**src/rtl/tick_sequencer.sv**
```systemverilog
// tick_sequencer: steps a programmable tick once every enabled source has reported done.
// Optional watchdog: define TICK_SEQUENCER_TIMEOUT_EN to force a step after TIMEOUT_CYC stalled WAIT cycles.
// Ports:
//   CLK, RST     clock, asynchronous active-high reset
//   start_i      pulse, latch cfg_* and begin sequencing (IDLE/FINISHED only)
//   stop_i       pulse, abort to IDLE (beats start_i and completion)
//   cfg_init_i   first tick value        cfg_last_i  terminal tick value
//   cfg_dir_i    1 = up, 0 = down        cfg_wrap_i  1 = reload init at terminal
//   cfg_mask_i   participating sources   done_i      per-source done
//   tick_o       current tick            next_tick_o one-cycle pulse per step
//   busy_o       waiting for sources     finished_o  terminal reached without wrap
//   pending_o    sticky done flags       step_cnt_o  saturating step count
//   timeout_o    sticky watchdog flag (0 when the watchdog is not built)
module tick_sequencer #(
   parameter int INPUT_RESO  = 8,
   parameter int N_SRC       = 2,
   parameter int CNT_W       = 16,
   parameter int RESET_TICK  = 1,
   parameter int TIMEOUT_CYC = 1024
) (
   input  logic                  CLK,
   input  logic                  RST,
   input  logic                  start_i,
   input  logic                  stop_i,
   input  logic [INPUT_RESO-1:0] cfg_init_i,
   input  logic [INPUT_RESO-1:0] cfg_last_i,
   input  logic                  cfg_dir_i,
   input  logic                  cfg_wrap_i,
   input  logic [N_SRC-1:0]      cfg_mask_i,
   input  logic [N_SRC-1:0]      done_i,
   output logic [INPUT_RESO-1:0] tick_o,
   output logic                  next_tick_o,
   output logic                  busy_o,
   output logic                  finished_o,
   output logic [N_SRC-1:0]      pending_o,
   output logic [CNT_W-1:0]      step_cnt_o,
   output logic                  timeout_o
);
   typedef enum logic [1:0] {IDLE, WAIT, FINISHED} state_t;
   state_t state, state_n;
   logic [INPUT_RESO-1:0] init_q, last_q, tick_n;
   logic dir_q, wrap_q, fin_n, pulse_n, done_all, fire, load;
   logic [N_SRC-1:0] mask_q, pend_n, acc;
   logic [CNT_W-1:0] step_n;
   // A done arriving in the completing cycle counts toward completion.
   assign acc      = pending_o | (done_i & mask_q);
   assign done_all = acc == mask_q;
   assign load     = state != WAIT && start_i && !stop_i;
`ifdef TICK_SEQUENCER_TIMEOUT_EN
   localparam int WD_W = $clog2(TIMEOUT_CYC + 1);
   logic [WD_W-1:0] wd_q;
   assign fire = state == WAIT && wd_q == WD_W'(TIMEOUT_CYC - 1);
   // Watchdog counts only uninterrupted stalled WAIT cycles.
   always_ff @(posedge CLK or posedge RST)
      if (RST) begin
         wd_q      <= '0;
         timeout_o <= 1'b0;
      end else begin
         wd_q      <= (state == WAIT && state_n == WAIT && !pulse_n) ? wd_q + WD_W'(1) : '0;
         timeout_o <= load ? 1'b0 : timeout_o | (fire && !done_all && !stop_i);
      end
`else
   logic unused_timeout;
   assign unused_timeout = ^TIMEOUT_CYC;
   assign fire      = 1'b0;
   assign timeout_o = 1'b0;
`endif
   always_comb begin
      state_n = state;
      tick_n  = tick_o;
      pend_n  = pending_o;
      step_n  = step_cnt_o;
      fin_n   = finished_o;
      pulse_n = 1'b0;
      case (state)
         WAIT:
            if (stop_i) begin
               state_n = IDLE;
               pend_n  = '0;
            end else if (done_all || fire) begin
               pulse_n = 1'b1;
               pend_n  = '0;
               step_n  = &step_cnt_o ? step_cnt_o : step_cnt_o + CNT_W'(1);
               tick_n  = tick_o != last_q ? (dir_q ? tick_o + INPUT_RESO'(1) : tick_o - INPUT_RESO'(1))
                       : wrap_q ? init_q : tick_o;
               if (tick_o == last_q && !wrap_q) begin
                  fin_n   = 1'b1;
                  state_n = FINISHED;
               end
            end else pend_n = acc;
         default:
            if (stop_i) begin
               state_n = IDLE;
               fin_n   = 1'b0;
            end else if (start_i) begin
               state_n = WAIT;
               tick_n  = cfg_init_i;
               pend_n  = '0;
               step_n  = '0;
               fin_n   = 1'b0;
            end
      endcase
   end
   always_ff @(posedge CLK or posedge RST)
      if (RST) begin
         state       <= IDLE;
         tick_o      <= INPUT_RESO'(RESET_TICK);
         next_tick_o <= 1'b0;
         busy_o      <= 1'b0;
         finished_o  <= 1'b0;
         pending_o   <= '0;
         step_cnt_o  <= '0;
         init_q      <= '0;
         last_q      <= '0;
         dir_q       <= 1'b0;
         wrap_q      <= 1'b0;
         mask_q      <= '0;
      end else begin
         state       <= state_n;
         tick_o      <= tick_n;
         next_tick_o <= pulse_n;
         busy_o      <= state_n == WAIT;
         finished_o  <= fin_n;
         pending_o   <= pend_n;
         step_cnt_o  <= step_n;
         if (load) begin
            init_q <= cfg_init_i;
            last_q <= cfg_last_i;
            dir_q  <= cfg_dir_i;
            wrap_q <= cfg_wrap_i;
            mask_q <= cfg_mask_i;
         end
      end
endmodule

```
**config.mk**
```make
export PLATFORM = sky130hd
export DESIGN_NAME = tick_sequencer
export DESIGN_NICKNAME = d
export VERILOG_FILES = /design/src/rtl/tick_sequencer.sv
export SDC_FILE = /design/constraint.sdc
export NUM_CORES = 1
export LEC_CHECK = 0
export CAP_MARGIN = 10
export CORE_UTILIZATION = 52
export CTS_BUF_LIST = sky130_fd_sc_hd__clkbuf_16
export DETAILED_ROUTE_END_ITERATION = 7
export PLACE_DENSITY = 0.91
export SLEW_MARGIN = 25
export SYNTH_ARGS = -nofsm -noshare
export SYNTH_HDL_FRONTEND = slang
export SYNTH_SLANG_ARGS = --single-unit
```
**constraint.sdc**
```tcl
create_clock -name CLK -period 3.5 [get_ports CLK]
set_input_delay 0.7 -clock CLK [delete_from_list [all_inputs] [get_ports CLK]]
set_output_delay 0.7 -clock CLK [all_outputs]
set_load 0.005 [all_outputs]
```
# Word level (Yosys, flattened, before mapping)
# Cells that the tools add are included.
word_totals:
  input_bits: 26
  register_bits: 51
classes:
  bitwise: 3
  n_reduce_logical: 12
  eq_ne: 12
  muxes: 34
  n_addsub: 3
ops:
  columns: ["op", "count"]
  rows:
  - ["$mux W16", 6]
  - ["$mux W8", 8]
  - ["$mux W2", 11]
  - ["$add A16 B1 Y16 const B", 1]
  - ["$reduce_and A16 Y1", 1]
  - ["$reduce_and A4 Y1", 3]
  - ["$mux W1", 9]
  - ["$add A8 B1 Y8 const B", 1]
  - ["$eq A8 B8 Y1", 1]
  - ["$ne A2 B2 Y1 const B", 4]
  - ["$ne A8 B8 Y1", 1]
  - ["$sub A8 B1 Y8 const B", 1]
  - ["$eq A2 B1 Y1 const B", 2]
  - ["$ne A2 B1 Y1 const B", 2]
  - ["$logic_and A1 B1 Y1", 3]
  - ["$ne A3 B3 Y1 const B", 1]
  - ["$reduce_bool A3 Y1", 1]
  - ["$and A2 B2 Y2", 1]
  - ["$eq A2 B2 Y1", 1]
  - ["$logic_not A1 Y1", 2]
  - ["$or A2 B2 Y2", 1]
  - ["$reduce_and A2 Y1", 1]
  - ["$reduce_bool A2 Y1", 1]
  - ["$not A1 Y1", 1]

# Longest topological paths before layout
# Gate-level depths: netlist (run 1).
logic_depth:
  word_depth: 7
  ltp_mapped: 8
  ltp_nobuf: 8

# Worst setup path before layout (run 1)
# No wires, ideal clock.
synth_timing:
  path_kind: "input-to-reg"
  start: "in done_i[0]"
  end: "reg step_cnt_o[5]"
  path_buffers: 1
  path_slack_ns: 0.850
  stages: 7
  required_time_ns: 3.422
  arrival_time_ns: 2.572
  cell_sequence: "nor3b_1 > or4_4 > o21a_4 > or3_1 > clkbuf_2 > or4_1 > a21oi_1"
synth_via:
  elab_chain_len: 5
synth_rtl:
  columns: ["element", "line", "text"]
  rows:
  - ["start, declared", "30", "input logic [N_SRC-1:0] done_i,"]
  - ["$and A2 B2 Y2", "46", "assign acc = pending_o | (done_i & mask_q);"]
  - ["$or A2 B2 Y2", "46", null]
  - ["$eq A2 B2 Y1", "47", "assign done_all = acc == mask_q;"]
  - ["$ne A2 B2 Y1 (no line)", null, null]
  - ["$reduce_and A4 Y1 (no line)", null, null]
  - ["end signal, assigned", "125", "step_cnt_o <= step_n;"]
  - ["end, declared", "36", "output logic [CNT_W-1:0] step_cnt_o,"]
# No other way between the ends.
# A chain may end at the register's enable or synchronous reset.

# Worst setup path after layout (run 1)
layout_timing:
  start: "in done_i[0]"
  end: "reg step_cnt_o[13]"
# The elaborated chain is that of the path after synthesis.

==> results of run 1 <==
-- worst max-delay path, delay by kind of cell --
family / cells / cell delay [ns]
AOI/OAI and AO/OA: 2 / 0.41
buffers and inverters: 1 / 0.49
and+or+nand+nor: 4 / 1.64
-- cell usage in the layout, fill, tap and decap left out, types with 12 or more instances in the layout --
| cell | synthesis | routed |
|---|---|---|
| clkdlybuf4s50_1 | 0 | 54 |
| dfrtp_1 | 50 | 50 |
| nand2_1 | 82 | 82 |
| o21ai_0 | 12 | 12 |
| inv_1 | 11 | 13 |
| xor2_1 | 12 | 12 |
| nor2_1 | 18 | 18 |
| a21oi_1 | 17 | 17 |
-- per-stage QoR --
step,setup WS (ns),instance area [µm²],hold slack (ns),std cells
after floorplan,0.850,2810,0.445,318
after global placement,0.292,3410,0.458,431
after detailed placement,0.199,3410,0.467,431
after CTS,0.484,3550,0.483,439
after global routing,0.381,3550,0.497,439
final,0.482,3550,0.485,439
-- power by group --
part / internal [mW] / switching (mW) / leakage, nW
clock: 0.258 / 0.201 / 0.0776
sequential: 0.680 / 0.108 / 0.657
combinational: 0.368 / 0.337 / 0.894
-- routing by layer --
metal / GRT usage [%] / wire length (µm) / part of all wire [%]
met5: 0 / 0 / 0
met4: 8.64 / 113 / 1.7
met3: 2.51 / 323 / 4.9
met2: 40.1 / 3250 / 49
met1: 32.8 / 2900 / 44
-- cells by family (layout without fill, tap and decap cells) --
group,after synthesis,count (layout),synth area share (%)
AND/OR/NAND/NOR,146,146,24.0
multiplexers,11,11,4.19
AO/OA/AOI/OAI,56,56,13.1
buffers and inverters,28,79,3.97
other,1,1,0.134
flip-flops,51,51,45.5
XOR/XNOR,17,17,5.31
adder cells (fa/ha/maj),8,8,3.84
-- flip-flops by register name, indices dropped and copies added (netlist names) --
name,count
tick_o,8
step_cnt_o,16
mask_q,2
last_q,8
finished_o,1
next_tick_o,1
busy_o,1
state,2
dir_q,1
wrap_q,1
init_q,8
pending_o,2
-- area by class of cell --
| class | instances | area, µm² |
|---|---|---|
| flip-flops and latches | 51 | 1280 |
| inverters | 11 | 42.5 |
| repair buffers | 60 | 586 |
| clock inverters | 3 | 11.3 |
| multi-input cells | 239 | 1420 |
| clock buffers | 5 | 125 |
| fillers | 389 | 1590 |
| well taps | 70 | 87.6 |
-- worst max-delay path by stage --
stage / from / endpoint / slack, ns / cells after the start
after floorplan: done_i[0] / step_cnt_o[5] / 0.85 / 7
after global routing: done_i[0] / step_cnt_o[13] / 0.38 / 7
after CTS: done_i[0] / step_cnt_o[13] / 0.48 / 7
final: done_i[0] / step_cnt_o[13] / 0.48 / 7
after detailed placement: done_i[0] / step_cnt_o[13] / 0.20 / 7
after global placement: done_i[0] / step_cnt_o[7] / 0.29 / 7
==> impl_metrics.yaml, run 1 <==
setup_path:
  r2r-start: "mask_q[0]"
  critPathArrivalTime_ns: 3.22
  startpoint_type: "primary input"
  critPathMaxFanout: 10
  worstPathRequired_ns: 3.71
  timing.rr.end: "step_cnt_o[13]"
  rrSetupSlack_ns: 0.88
  worstSetupPathType: "primary input to register"
  ff2ff_path_depth: 6
  max_stage_delay_ns: 0.64
  crit_path_end_kind: "register"
  cp_slowest_cell: "or4_1"
  cp_cell_sequence: "clkdlybuf4s50_1 > nor3b_1 > or4_4 > o21a_4 > or4_1 > or3_1 > a21oi_1"
detailed_routing:
  drt_iter0_markers: 192
  drc: 0
  vias: 2502
  routedWlPerCell_um: 15.0
  vias_per_cell: 5.70
  routed_wl_mm: 6.59
  ant_nets: 0
  dr.pass1.iters: 4
placement:
  gp_congestion: 0.894
  dpl.hpwl_mm: 4.62
  port_buffers: 54
timing:
  final.setup_skew_ns: 0.00468
  rsz0062_at_grt: "false"
  fin_crit_sh_pct: 86.2
  setup_viol_count_final: 0
  slew_violations: 0
  fmax_mhz: 331
  worstMarginPinSlew_ns: 0.871
  setup_tns_ns: 0
  period_minus_slack_ns: 3.02
  slew_headroom_pct: 41.8
  hold_viol: 0
power:
  leakagePower_nw: 1.63
  ir_worst_vdd_uv: 321
  power_mw: 1.95
  power_density_nw_per_um2: 550
logic_synthesis:
  yosys.area.top_type: "dfrtp_1"
  synthMostInstantiatedCell: "nand2_1"
  yosys_warnings: 0
  synth_fp_nets: 352
  syn_avg_cell_area_um2: 8.82
  async_reset_ff_share_pct: 100
  synth.cell_area_um2: 2810
  synth_seq_cells: 51
  synth_top_area_share_pct: 44.6
  synthFlopType: "dfrtp_1"
  syn-instance-count: 318
  synth_cell_type_count: 48
  synth-edff-count: 0
  yosysSeqAreaShare_pct: 45.5
  synth_area_leaders: "dfrtp_1 (45%), nand2_1 (11%), xor2_1 (3.7%), ha_1 (3.1%), a21oi_1 (3.0%)"
  synth_common_cells: "nand2_1 (82), dfrtp_1 (50), nor2_1 (18), a21oi_1 (17), clkbuf_1 (14)"
cts:
  cts_tree: "built"
  cts_hold_buf: 0
  cts.root.buffer_cell: "clkbuf_16"
  clock_path_buffers: 2
  clock_sinks: 51
  path_clk_slew_ns: 0.06
  clk-insertion-delay-late_ns: 0.29
  cts_buffers: 5
  h-tree-depth: 2
  cts_setup_buffers: 0
  post_cts_resized: 0
grt:
  grt.total_usage_pct: 24.0
  grt-ovfl-total: 0
  grt_start_max_net_pins: 52
  grt_pass1_wl_mm: 10.5
  antenna_found_initial: 0
  grt_pass1_vias: 2298
final_layout:
  drive_gt1_share_pct: 7.32
  nets: 402
  diodes: 0
  area_delta_synth_final_pct: 26.6
  final_core_util_pct: 69.1
floorplan:
  num_rows: 26
  start_util_pct: 54.6
  die-area_um2: 5690
  die_x_um: 75.4
  io_pins: 56
  die_y_um: 75.4
  core_area_um2: 5140
hold_path:
  hold_path_class: "register to register"
  hp-start: "init_q[3]"
  hold_end: "init_q[3]"
  holdPathStages: 2
job:
  cap_violations: 0
outcome:
  outcome: "completed"
(Power assumes the default switching activity.)
==> run 2: changes to the inputs <==
--- a/config.mk
+++ b/config.mk
@@ -6,10 +6,10 @@
 export NUM_CORES = 1
 export LEC_CHECK = 0
 export CAP_MARGIN = 10
-export CORE_UTILIZATION = 52
+export CORE_UTILIZATION = 56
 export CTS_BUF_LIST = sky130_fd_sc_hd__clkbuf_16
 export DETAILED_ROUTE_END_ITERATION = 7
-export PLACE_DENSITY = 0.91
+export PLACE_DENSITY = 0.95
 export SLEW_MARGIN = 25
 export SYNTH_ARGS = -nofsm -noshare
 export SYNTH_HDL_FRONTEND = slang
==> constraint.sdc (replaced) <==
create_clock -name CLK -period 3.66 [get_ports CLK]
set_input_delay 0.732 -clock CLK [delete_from_list [all_inputs] [get_ports CLK]]
set_output_delay 0.732 -clock CLK [all_outputs]
set_load 0.005 [all_outputs]
==> run 2 against run 1 <==
Against the previous run: first-iteration DRC count rose by 13%; die area fell by 7.0%; total power fell by 2.8%; critical endpoint is now step_cnt_o[15]; via count rose by 1.5%; combinational power fell by 0.9%; count of clock-buffer cells in the layout did not move; highest routed layer unchanged; setup slack improved by 0.088 ns; global-route usage rose by 3.2 points.
==> impl_metrics.yaml, run 2 (synthesis gave the netlist of run 1 again) <==
floorplan:
  die_y_um: 72.8
  core_area_um2: 4790
  num_rows: 25
  io_pins: 56
  die-area_um2: 5300
  start_util_pct: 58.6
  die_x_um: 72.8
setup_path:
  worstPathRequired_ns: 3.87
  timing.rr.end: "step_cnt_o[15]"
  startpoint_type: "primary input"
  rrSetupSlack_ns: 0.99
  crit_path_end_kind: "register"
  crit_end: "step_cnt_o[15]"
  critPathMaxFanout: 10
  critPathArrivalTime_ns: 3.30
  crit_start: "done_i[0]"
  ff2ff_path_depth: 6
  r2r-start: "mask_q[0]"
  worstSetupPathType: "primary input to register"
grt:
  grt_start_max_net_pins: 52
  grt_pass1_wl_mm: 11.0
  grt-ovfl-total: 0
  grt_pass1_vias: 2458
  grt.total_usage_pct: 27.2
  antenna_found_initial: 0
cts:
  clock_sinks: 51
  clk-insertion-delay-late_ns: 0.29
  cts.root.buffer_cell: "clkbuf_16"
  cts_buffers: 5
  cts_hold_buf: 0
  cts_tree: "built"
  post_cts_resized: 0
  path_clk_slew_ns: 0.06
  cts_setup_buffers: 0
  clock_path_buffers: 2
  h-tree-depth: 2
outcome:
  outcome: "completed"
detailed_routing:
  drt_iter0_markers: 217
  routedWlPerCell_um: 16.1
  vias: 2540
  routed_wl_mm: 7.01
  ant_nets: 0
  drc: 0
  dr.pass1.iters: 4
  vias_per_cell: 5.84
final_layout:
  largest_reg_flops: 16
  regMostFlops: "step_cnt_o"
  nets: 401
  fill_cells: 337
  instances_no_fill: 435
  layout.cells.most_common: "nand2_1"
  final_cell_mix: "nand2_1 (82), clkdlybuf4s50_1 (54), dfrtp_1 (50)"
  area_delta_synth_final_pct: 26.2
  final_core_util_pct: 74.0
  drive_gt1_share_pct: 7.07
  diodes: 0
timing:
  fmax_mhz: 324
  period_minus_slack_ns: 3.09
  setup_slack_ns: 0.571
  setup_viol_count_final: 0
  fin_crit_sh_pct: 84.4
  setup_tns_ns: 0
  slew_violations: 0
  worstMarginPinSlew_ns: 0.869
  slew_headroom_pct: 42.0
  hold_viol: 0
  final.setup_skew_ns: 0.00561
  rsz0062_at_grt: "false"
hold_path:
  hp-start: "init_q[2]"
  hold_path_class: "register to register"
  holdPathStages: 2
power:
  leakagePower_nw: 1.62
  ir_worst_vdd_uv: 271
  power_density_nw_per_um2: 536
  power_mw: 1.90
placement:
  pre_cts_ws_ns: 0.328
  place_inst: 427
  port_buffers: 54
  gp_congestion: 0.859
  dpl.hpwl_mm: 4.67
job:
  cap_violations: 0
run 2: area by class of cell:
type                       instances  area, µm²  share of cell area (%)
timing repair buffer              59        578                    16.3
sequential                        51       1280                    36.1
clock buffer                       5        125                    3.53
tap                               67       83.8                    2.37
clock inverter                     3       11.3                   0.318
inverter                          11       42.5                    1.20
multi-input combinational        239       1420                    40.2
run 2: stage by stage:
stage          area, µm²  hold WS (ns)
6_report            3540         0.475
3_3_place_gp        3400         0.457
5_1_grt             3540         0.504
2_1_floorplan       2810         0.445
3_5_place_dp        3400         0.465
4_1_cts             3540         0.479
run 2: worst min path at each step:
stage	to	slack [ns]
final	init_q[2]	0.47
after global routing	init_q[5]	0.50
after CTS	init_q[2]	0.48
after detailed placement	init_q[2]	0.47
after global placement	init_q[6]	0.46
after floorplan	init_q[1]	0.44
run 2: critical path, stage by stage:
cell and delay (ns):
clkdlybuf4s50_1 0.48, nor3b_1 0.05, or4_4 0.58, o21a_4 0.25, or4_1 0.65, or3_1 0.40, a21oi_1 0.16
run 2: layer usage:
| layer | GRT usage [%] | vias up | share of wire (%) |
|---|---|---|---|
| li1 | - | 1199 | - |
| met1 | 33.9 | 1224 | 43 |
| met2 | 46.6 | 98 | 50 |
| met3 | 4.01 | 19 | 4.7 |
| met4 | 12.9 | 0 | 2.7 |
| met5 | 0 | - | 0 |
run 2: power breakdown:
part,total (mW),internal (mW),switching [mW]
sequential,0.757,0.651,0.106
combinational,0.699,0.352,0.347
clock,0.442,0.246,0.196
total,1.90,1.25,0.649
==> run 3: changes to the inputs <==
--- a/config.mk
+++ b/config.mk
@@ -6,10 +6,10 @@
 export NUM_CORES = 1
 export LEC_CHECK = 0
 export CAP_MARGIN = 10
-export CORE_UTILIZATION = 56
+export CORE_UTILIZATION = 47
 export CTS_BUF_LIST = sky130_fd_sc_hd__clkbuf_16
 export DETAILED_ROUTE_END_ITERATION = 7
-export PLACE_DENSITY = 0.95
+export PLACE_DENSITY = 0.88
 export SLEW_MARGIN = 25
 export SYNTH_ARGS = -nofsm -noshare
 export SYNTH_HDL_FRONTEND = slang
==> constraint.sdc (replaced) <==
create_clock -name CLK -period 2.5 [get_ports CLK]
set_input_delay 0.5 -clock CLK [delete_from_list [all_inputs] [get_ports CLK]]
set_output_delay 0.5 -clock CLK [all_outputs]
set_load 0.005 [all_outputs]
==> run 3 against run 2 <==
Against the previous run: the flow now finishes with violations (setup timing); cell count grew 5.5%; hold slack lost 0.0019 ns; sequential power grew 45%; cell area grew 5.1%; setup slack lost 0.61 ns; largest cell class unchanged; highest routed layer unchanged.
==> impl_metrics.yaml, run 3 (synthesis gave the netlist of run 1 again) <==
power:
  switching_power_uw: 942
  p_comb_share_pct: 38.1
  power_density_nw_per_um2: 754
  power_mw: 2.80
  netSwitchingFraction_pct: 33.6
  ir_worst_vdd_uv: 409
  power_frac_clock_pct: 22.7
  intPower_mw: 1.86
  leakagePower_nw: 1.73
  power.share.sequential_pct: 39.2
final_layout:
  nets: 420
  area_delta_synth_final_pct: 32.6
  fin_area_um2: 3720
  layout.cells.most_common: "nand2_1"
  final_cell_mix: "nand2_1 (82), clkdlybuf4s50_1 (52), dfrtp_1 (50)"
  diodes: 0
  largest_reg_flops: 16
  drive_gt1_share_pct: 13.2
  regMostFlops: "step_cnt_o"
timing:
  rsz0062_at_grt: "true"
  final.setup_skew_ns: 0.00510
  slew_headroom_pct: 52.6
  fin_crit_sh_pct: 101
  fmax_mhz: 394
  setup_slack_ns: -0.0358
  hold_viol: 0
  setup_viol_count_final: 1
  slew_violations: 0
  period_minus_slack_ns: 2.54
  worstMarginPinSlew_ns: 0.710
placement:
  pre_cts_ws_ns: -0.577
  gp_congestion: 0.913
  port_buffers: 54
  dpl.hpwl_mm: 5.05
  place_area_um2: 3540
setup_path:
  rrSetupSlack_ns: -0.04
  max_stage_delay_ns: 0.55
  critPathMaxFanout: 8
  r2r-start: "pending_o[1]"
  cp_top_family: "simple AND/OR/NAND/NOR gates"
  cp_slowest_cell: "or4_4"
  crit_buf_inv: 0
  cp_cell_sequence: "nor2b_1 > or4_4 > o21a_4 > or4_4 > or3_1 > a21oi_2"
  timing.rr.end: "step_cnt_o[7]"
  worstPathRequired_ns: 2.71
  ff2ff_path_depth: 6
  cpMostUsedCell: "or4_4"
  startpoint_type: "register"
  worstSetupPathType: "register to register"
  critPathArrivalTime_ns: 2.74
  crit_path_end_kind: "register"
cts:
  path_clk_slew_ns: 0.06
  h-tree-depth: 2
  clock_path_buffers: 2
  cts_hold_buf: 0
  clk-insertion-delay-late_ns: 0.28
  cts.root.buffer_cell: "clkbuf_16"
  clock_sinks: 51
  cts_tree: "built"
  cts_buffers: 5
outcome:
  violations: "setup timing"
  outcome: "finished with violations"
grt:
  grt_start_max_net_pins: 35
  grt_pass1_wl_mm: 11.8
  grt-ovfl-total: 0
  grt_pass1_vias: 2527
  grt.total_usage_pct: 24.4
  antenna_found_initial: 0
hold_path:
  holdPathStages: 2
  hold_end: "init_q[4]"
  hold_path_class: "register to register"
  hp-start: "init_q[4]"
detailed_routing:
  vias: 2677
  routedWlPerCell_um: 16.5
  ant_nets: 0
  drc: 0
  dr.pass1.iters: 5
  vias_per_cell: 5.83
  drt_iter0_markers: 269
  routed_wl_mm: 7.56
floorplan:
  core_area_um2: 5640
  die_x_um: 79.3
  io_pins: 56
  start_util_pct: 49.7
  num_rows: 27
  die_y_um: 79.3
  die-area_um2: 6280
job:
  cap_violations: 0
run 3: changes by cell type in the layout (fill, tap and decap cells not counted), moves of 2 or more:
cell / delta
a21oi_1: -3
buf_4: +19
a21oi_2: +3
dlygate4sd2_1: +2
o21ai_1: +2
inv_1: +2
clkinv_1: -2
o21ai_0: -2
or3_4: +2
or3_1: -2
clkdlybuf4s50_1: -2
run 3: cell type report:
cell class,count,area [µm²]
multi-input cells,239,1460
clock buffers,5,125
flip-flops and latches,51,1280
well taps,72,90.1
fillers,409,1920
repair buffers,78,718
clock inverters,3,11.3
inverters,11,41.3
run 3: power groups by stage:
stage	Combinational [mW]	Sequential (mW)	Clock (mW)
global placement	0.980	1.11	0
CTS	1.05	1.09	0.644
finish	1.07	1.10	0.635
detailed placement	1.02	1.11	0
global route	1.18	1.11	0.671
floorplan	0.661	1.08	0
run 3: through the flow:
stage	cells	hold WS, ns	setup TNS [ns]	utilization, %
after floorplan	318	0.445	0	-
after global placement	449	0.456	-6.55	62.7
after detailed placement	449	0.465	-7.88	62.7
after CTS	459	0.477	0	65.5
after global routing	459	0.502	-0.107	65.9
final	459	0.473	-0.0358	65.9
run 3: layer usage:
layer	vias to the layer above	share of wire (%)	wire length (µm)	track usage, %
met5	-	0	0	0
met4	0	2.8	209	10.0
met3	23	5.5	414	4.14
met2	121	50	3800	40.3
met1	1301	41	3130	31.5
li1	1232	-	-	-
run 3: worst reg2reg max path: stages, from the launching register on:
cell and delay (ns):
dfrtp_1 0.41, nor2b_1 0.15, or4_4 0.55, o21a_4 0.24, or4_4 0.54, or3_1 0.39, a21oi_2 0.18
run 3: repair_timing:
item	4_1_cts	5_1_grt
pin swaps	6	1
buffers inserted	2	0
resized for setup	5	6
endpoints found under the setup margin	15	7
run 3: worst max path at each step:
stage | slack (ns) | start | cells past startpoint | to
after floorplan | 0.05 | done_i[0] | 7 | step_cnt_o[5]
after global placement | -0.46 | done_i[0] | 7 | step_cnt_o[13]
after detailed placement | -0.58 | done_i[0] | 7 | step_cnt_o[9]
after CTS | 0.04 | pending_o[1] | 6 | step_cnt_o[9]
after global routing | -0.05 | pending_o[1] | 6 | step_cnt_o[7]
final | -0.04 | pending_o[1] | 6 | step_cnt_o[7]
